===== src/rtl/urv_imem_bridge.sv =====
// Instruction-memory responder for the fetch stage.
// A single prefetch line of LINE_WORDS words serves hits one cycle after the
// address is sampled; misses fill the whole line, word 0 first, from a simple
// req/ack word bus. Fills always run to completion, even if fetch branches away.
module urv_imem_bridge #(
    parameter int LINE_WORDS = 4
) (
    input  logic        clk_i,
    input  logic        rst_i,
    input  logic [31:0] im_addr_i,
    output logic [31:0] im_data_o,
    output logic        im_valid_o,
    input  logic        inv_i,
    output logic        bus_req_o,
    output logic [31:0] bus_addr_o,
    input  logic        bus_ack_i,
    input  logic [31:0] bus_data_i
);

    localparam int LW_BITS = $clog2(LINE_WORDS);
    localparam int TAG_W   = 30 - LW_BITS;

    typedef enum logic {
        IDLE,
        FILL
    } state_t;

    state_t state_reg, state_next;

    logic [31:2]        addr_reg;
    logic [TAG_W-1:0]   addr_tag;
    logic [TAG_W-1:0]   line_tag_reg;
    logic [TAG_W-1:0]   fill_tag_reg;
    logic               line_valid_reg;
    logic               inv_pending_reg;
    logic [LW_BITS-1:0] cnt_reg;
    logic [LW_BITS-1:0] word_sel;
    logic [31:0]        line_mem [LINE_WORDS];
    logic               hit;
    logic               fill_ack;
    logic               last_ack;

    // Byte-offset bits of the fetch address carry no meaning here.
    logic unused_addr_bits;
    assign unused_addr_bits = ^im_addr_i[1:0];

    assign addr_tag   = addr_reg[31:LW_BITS+2];
    assign word_sel   = addr_reg[LW_BITS+1:2];
    assign hit        = line_valid_reg && (line_tag_reg == addr_tag);
    assign im_valid_o = hit;
    assign im_data_o  = hit ? line_mem[word_sel] : 32'd0;

    // An ack only counts while a request is actually outstanding.
    assign fill_ack = (state_reg == FILL) && bus_req_o && bus_ack_i;
    assign last_ack = fill_ack && (cnt_reg == LW_BITS'(LINE_WORDS - 1));

    // Next-state: start a fill on any miss, return to IDLE on the last word.
    always_comb begin
        state_next = state_reg;
        case (state_reg)
            IDLE:    if (!hit) state_next = FILL;
            FILL:    if (last_ack) state_next = IDLE;
            default: state_next = IDLE;
        endcase
    end

    // State register.
    always_ff @(posedge clk_i) begin
        if (rst_i) state_reg <= IDLE;
        else       state_reg <= state_next;
    end

    // Fetch address is captured every edge; a stalled fetch simply re-presents it.
    always_ff @(posedge clk_i) begin
        if (rst_i) addr_reg <= '0;
        else       addr_reg <= im_addr_i[31:2];
    end

    // Line bookkeeping and bus request generation.
    always_ff @(posedge clk_i) begin
        if (rst_i) begin
            line_valid_reg  <= 1'b0;
            inv_pending_reg <= 1'b0;
            line_tag_reg    <= '0;
            fill_tag_reg    <= '0;
            cnt_reg         <= '0;
            bus_req_o       <= 1'b0;
            bus_addr_o      <= 32'd0;
        end else begin
            case (state_reg)
                IDLE: begin
                    if (inv_i) line_valid_reg <= 1'b0;
                    if (!hit) begin
                        fill_tag_reg   <= addr_tag;
                        line_valid_reg <= 1'b0;
                        cnt_reg        <= '0;
                        bus_req_o      <= 1'b1;
                        bus_addr_o     <= {addr_tag, {LW_BITS{1'b0}}, 2'b00};
                    end
                end
                FILL: begin
                    // An invalidate landing mid-fill poisons the line being filled.
                    if (inv_i && !last_ack) inv_pending_reg <= 1'b1;
                    if (fill_ack) begin
                        cnt_reg <= cnt_reg + LW_BITS'(1);
                        if (last_ack) begin
                            bus_req_o       <= 1'b0;
                            line_tag_reg    <= fill_tag_reg;
                            line_valid_reg  <= !inv_pending_reg && !inv_i;
                            inv_pending_reg <= 1'b0;
                        end else begin
                            bus_addr_o <= bus_addr_o + 32'd4;
                        end
                    end
                end
                default: ;
            endcase
        end
    end

    // Line storage: each accepted bus word lands at the current fill index.
    always_ff @(posedge clk_i) begin
        if (!rst_i && fill_ack) line_mem[cnt_reg] <= bus_data_i;
    end

endmodule


===== config.mk =====
export PLATFORM = sky130hd
export DESIGN_NAME = urv_imem_bridge
export DESIGN_NICKNAME = d
export VERILOG_FILES = /design/src/rtl/urv_imem_bridge.sv
export SDC_FILE = /design/constraint.sdc
export NUM_CORES = 1
export LEC_CHECK = 0
export ABC_AREA = 0
export ABC_CLOCK_PERIOD_IN_PS = 10890
export BUFFER_PORTS_ARGS = -buffer_cell sky130_fd_sc_hd__buf_4
export CAP_MARGIN = 20
export CORE_ASPECT_RATIO = 0.75
export CORE_UTILIZATION = 55
export CTS_CLUSTER_SIZE = 20
export DETAILED_ROUTE_END_ITERATION = 6
export HOLD_SLACK_MARGIN = 0.02
export PLACE_DENSITY = 0.86
export SYNTH_ARGS = -nofsm -noshare
export SYNTH_HDL_FRONTEND = slang
export SYNTH_SLANG_ARGS = --single-unit
export TNS_END_PERCENT = 5

===== constraint.sdc =====
create_clock -name clk_i -period 10.89 [get_ports clk_i]
set_input_delay 0 -clock clk_i [delete_from_list [all_inputs] [get_ports clk_i]]
set_output_delay 0 -clock clk_i [all_outputs]
set_load 0.05 [all_outputs]

==> out/metrics.yaml <==
setup_tns_ns: 0
crit_type: "reg -> reg"
cts_buffers: 24
die_h_um: 120
synth_edf_count: 128
ys_top_cells_by_area: "edfxtp_1, dfxtp_1, mux4_2"
worstPathRequired_ns: 11.32
largest_reg_flops: 128
cts_tree: "yes"
drc: 0
layout_commonest_cell: "buf_4"
clkLatencyLatePin_ns: 0.51
dr_total_vias: 7637
cts_max_level: 1
synth_cell_types: 53
synth_top_flop_cell: "edfxtp_1"
drt-vias-per-instance: 5.82
reg2reg_slack_ns: 7.50
core_area_um2: 17900
ant_nets: 0
max_cap_viol_count: 0
start_util_pct: 56.8
dieArea_um2: 19000
grt_util_all_layers_pct: 26.6
port_buffers: 129
maxSlewHeadroom_pct: 45.2
gp_congestion: 0.919
clkSinkCount: 250
worstPathArrival_ns: 3.82
status: "complete, no violations"
wl_um: 25100
p_per_area_nw_per_um2: 157
clk_pin_slew_ns: 0.06
whs_ns: 0.226
dp_hpwl_um: 14800
crit_fanout: 36
cts_root_buf: "clkbuf_16"
ys.warnings.count: 0
fmax_mhz: 295
ir_worst_vdd_mv: 0.134
layout_common_cells: "buf_4, nand2_1, edfxtp_1, dfxtp_1, dlygate4sd3_1"
setup_viol: 0
hold_class: "in -> reg"
die_w_um: 159
period_share_pct: 31.1
fill_cells: 1152
slew_viol_final: 0
skew_ns: 0.0117
final_nets: 1125
worst_setup_path_end_kind: "flip-flop"
n_antenna_cell: 0
netlist_area_um2: 10100
ys_ff_latch: 250
area_delta_synth_final_pct: 28.7
wl_per_cell_um: 19.1
grt_pass1_wl_um: 39300
leakage_uw: 0.00479
syn_inst: 846
dr.pass1.iters: 5
rsz0062_at_grt: "no"
synth_top_area_share_pct: 37.9
overflow: 0
tightest_slew_ns: 0.822
synth_area_leader_cell: "edfxtp_1"
clockBufferDepth: 3
hold_viol: 0
placementRows: 42
synth.avg_cell_area_um2: 12.0
grt_pass1_vias: 7319
cp-start-kind: "flip-flop"
period_needed_ns: 3.39
drt_iter0_markers: 994
io_pins: 134
yosysSeqAreaShare_pct: 62.0
async_flop_share_pct: 0
antenna_found_initial: 1
grt_max_degree: 74
ctsResizeCount: 0
drive_above_1_share_pct: 21.2
[cells in the mapped netlist (2+ instances only)]
master    instances
nand2_1         139
edfxtp_1        128
dfxtp_1         122
a21oi_1          70
clkbuf_1         42
nand3_1          38
and3_1           36
mux4_2           32
nor2b_1          31
a31oi_1          21
xnor2_1          19
nand4_1          18
nor2_1           14
inv_1            10
xor2_1           10
nor3_1            9
nor4_1            8
o21ai_0           7
and4_1            6
nand2b_1          6
o211ai_1          6
a41oi_1           5
buf_4             5
ha_1              5
or4_1             5
and2_1            4
or3_1             4
a221oi_1          3
buf_1             3
buf_6             3
mux2_2            3
nand4b_1          3
nor3b_1           3
o21a_1            3
a21o_1            2
buf_2             2
nor4_2            2
nor4_4            2
nor4b_1           2
o31a_1            2
[path summary, 6_finish.rpt]
check | startpoint | end | depth (start not counted)
min reg2reg | fill_tag_reg[12] | line_tag_reg[12] | 2
max reg2reg | addr_reg[16] | fill_tag_reg[5] | 8
max | addr_reg[16] | fill_tag_reg[5] | 8
min | bus_data_i[23] | line_mem[3][23] | 2
[cell families (layout without fill, tap and decap cells)]
kind of cell    Yosys count  in the layout  share of synthesized area, %
compound gates          126            126                          7.39
xor+xnor                 29             29                          2.50
fa+ha+maj                 5              5                         0.617
buf+inv                  66            289                          2.89
flops                   250            250                          62.0
mux                      36             36                          7.54
other cells               1              2                        0.0370
simple gates            333            333                          17.0
[timing repair]
action,in CTS,in global routing
endpoints found under the hold margin,188,0
buffers inserted,0,0
hold buffers,91,0
[routing by layer]
metal  part of all wire, %  global-route usage [%]
met4                   2.4                    6.61
met2                    47                    42.5
met5                     0                       0
met3                   8.4                    5.08
met1                    43                    37.8
[final cells by class]
class,instances,area (µm²),share of cell area (%)
inverter,10,37.5,0.288
sequential,250,6290,48.2
multi-input combinational,531,3590,27.5
clock buffer,32,672,5.15
tap,242,303,2.32
timing repair buffer,235,2010,15.4
clock inverter,12,154,1.18
[per-stage QoR]
stage | instance area, µm² | setup slack [ns] | power, µW | utilization [%] | std cells
finish | 13100 | 7.50 | 2050 | 73.1 | 1312
global route | 13100 | 7.37 | 2110 | 73.1 | 1312
CTS | 13000 | 7.55 | 2060 | 72.9 | 1311
detailed placement | 11300 | 7.58 | 1170 | 63.2 | 1176
global placement | 11300 | 7.59 | 1170 | 63.2 | 1176
floorplan | 10100 | 6.92 | 1120 | - | 847
[power by group]
| part | switching (µW) | internal [µW] |
|---|---|---|
| Clock | 345 | 527 |
| Combinational | 81.3 | 74.1 |
| Sequential | 20.5 | 1010 |
[critical path: stages, from the launching register on]
cell and delay (ns):
dfxtp_1 0.51, xor2_1 0.12, or4_4 0.53, nor4_4 0.25, buf_4 0.41, a21o_1 0.67, buf_4 0.48, nand2_1 0.13
a21oi_1 0.18
Note: power is estimated with default switching activity, not from simulation.
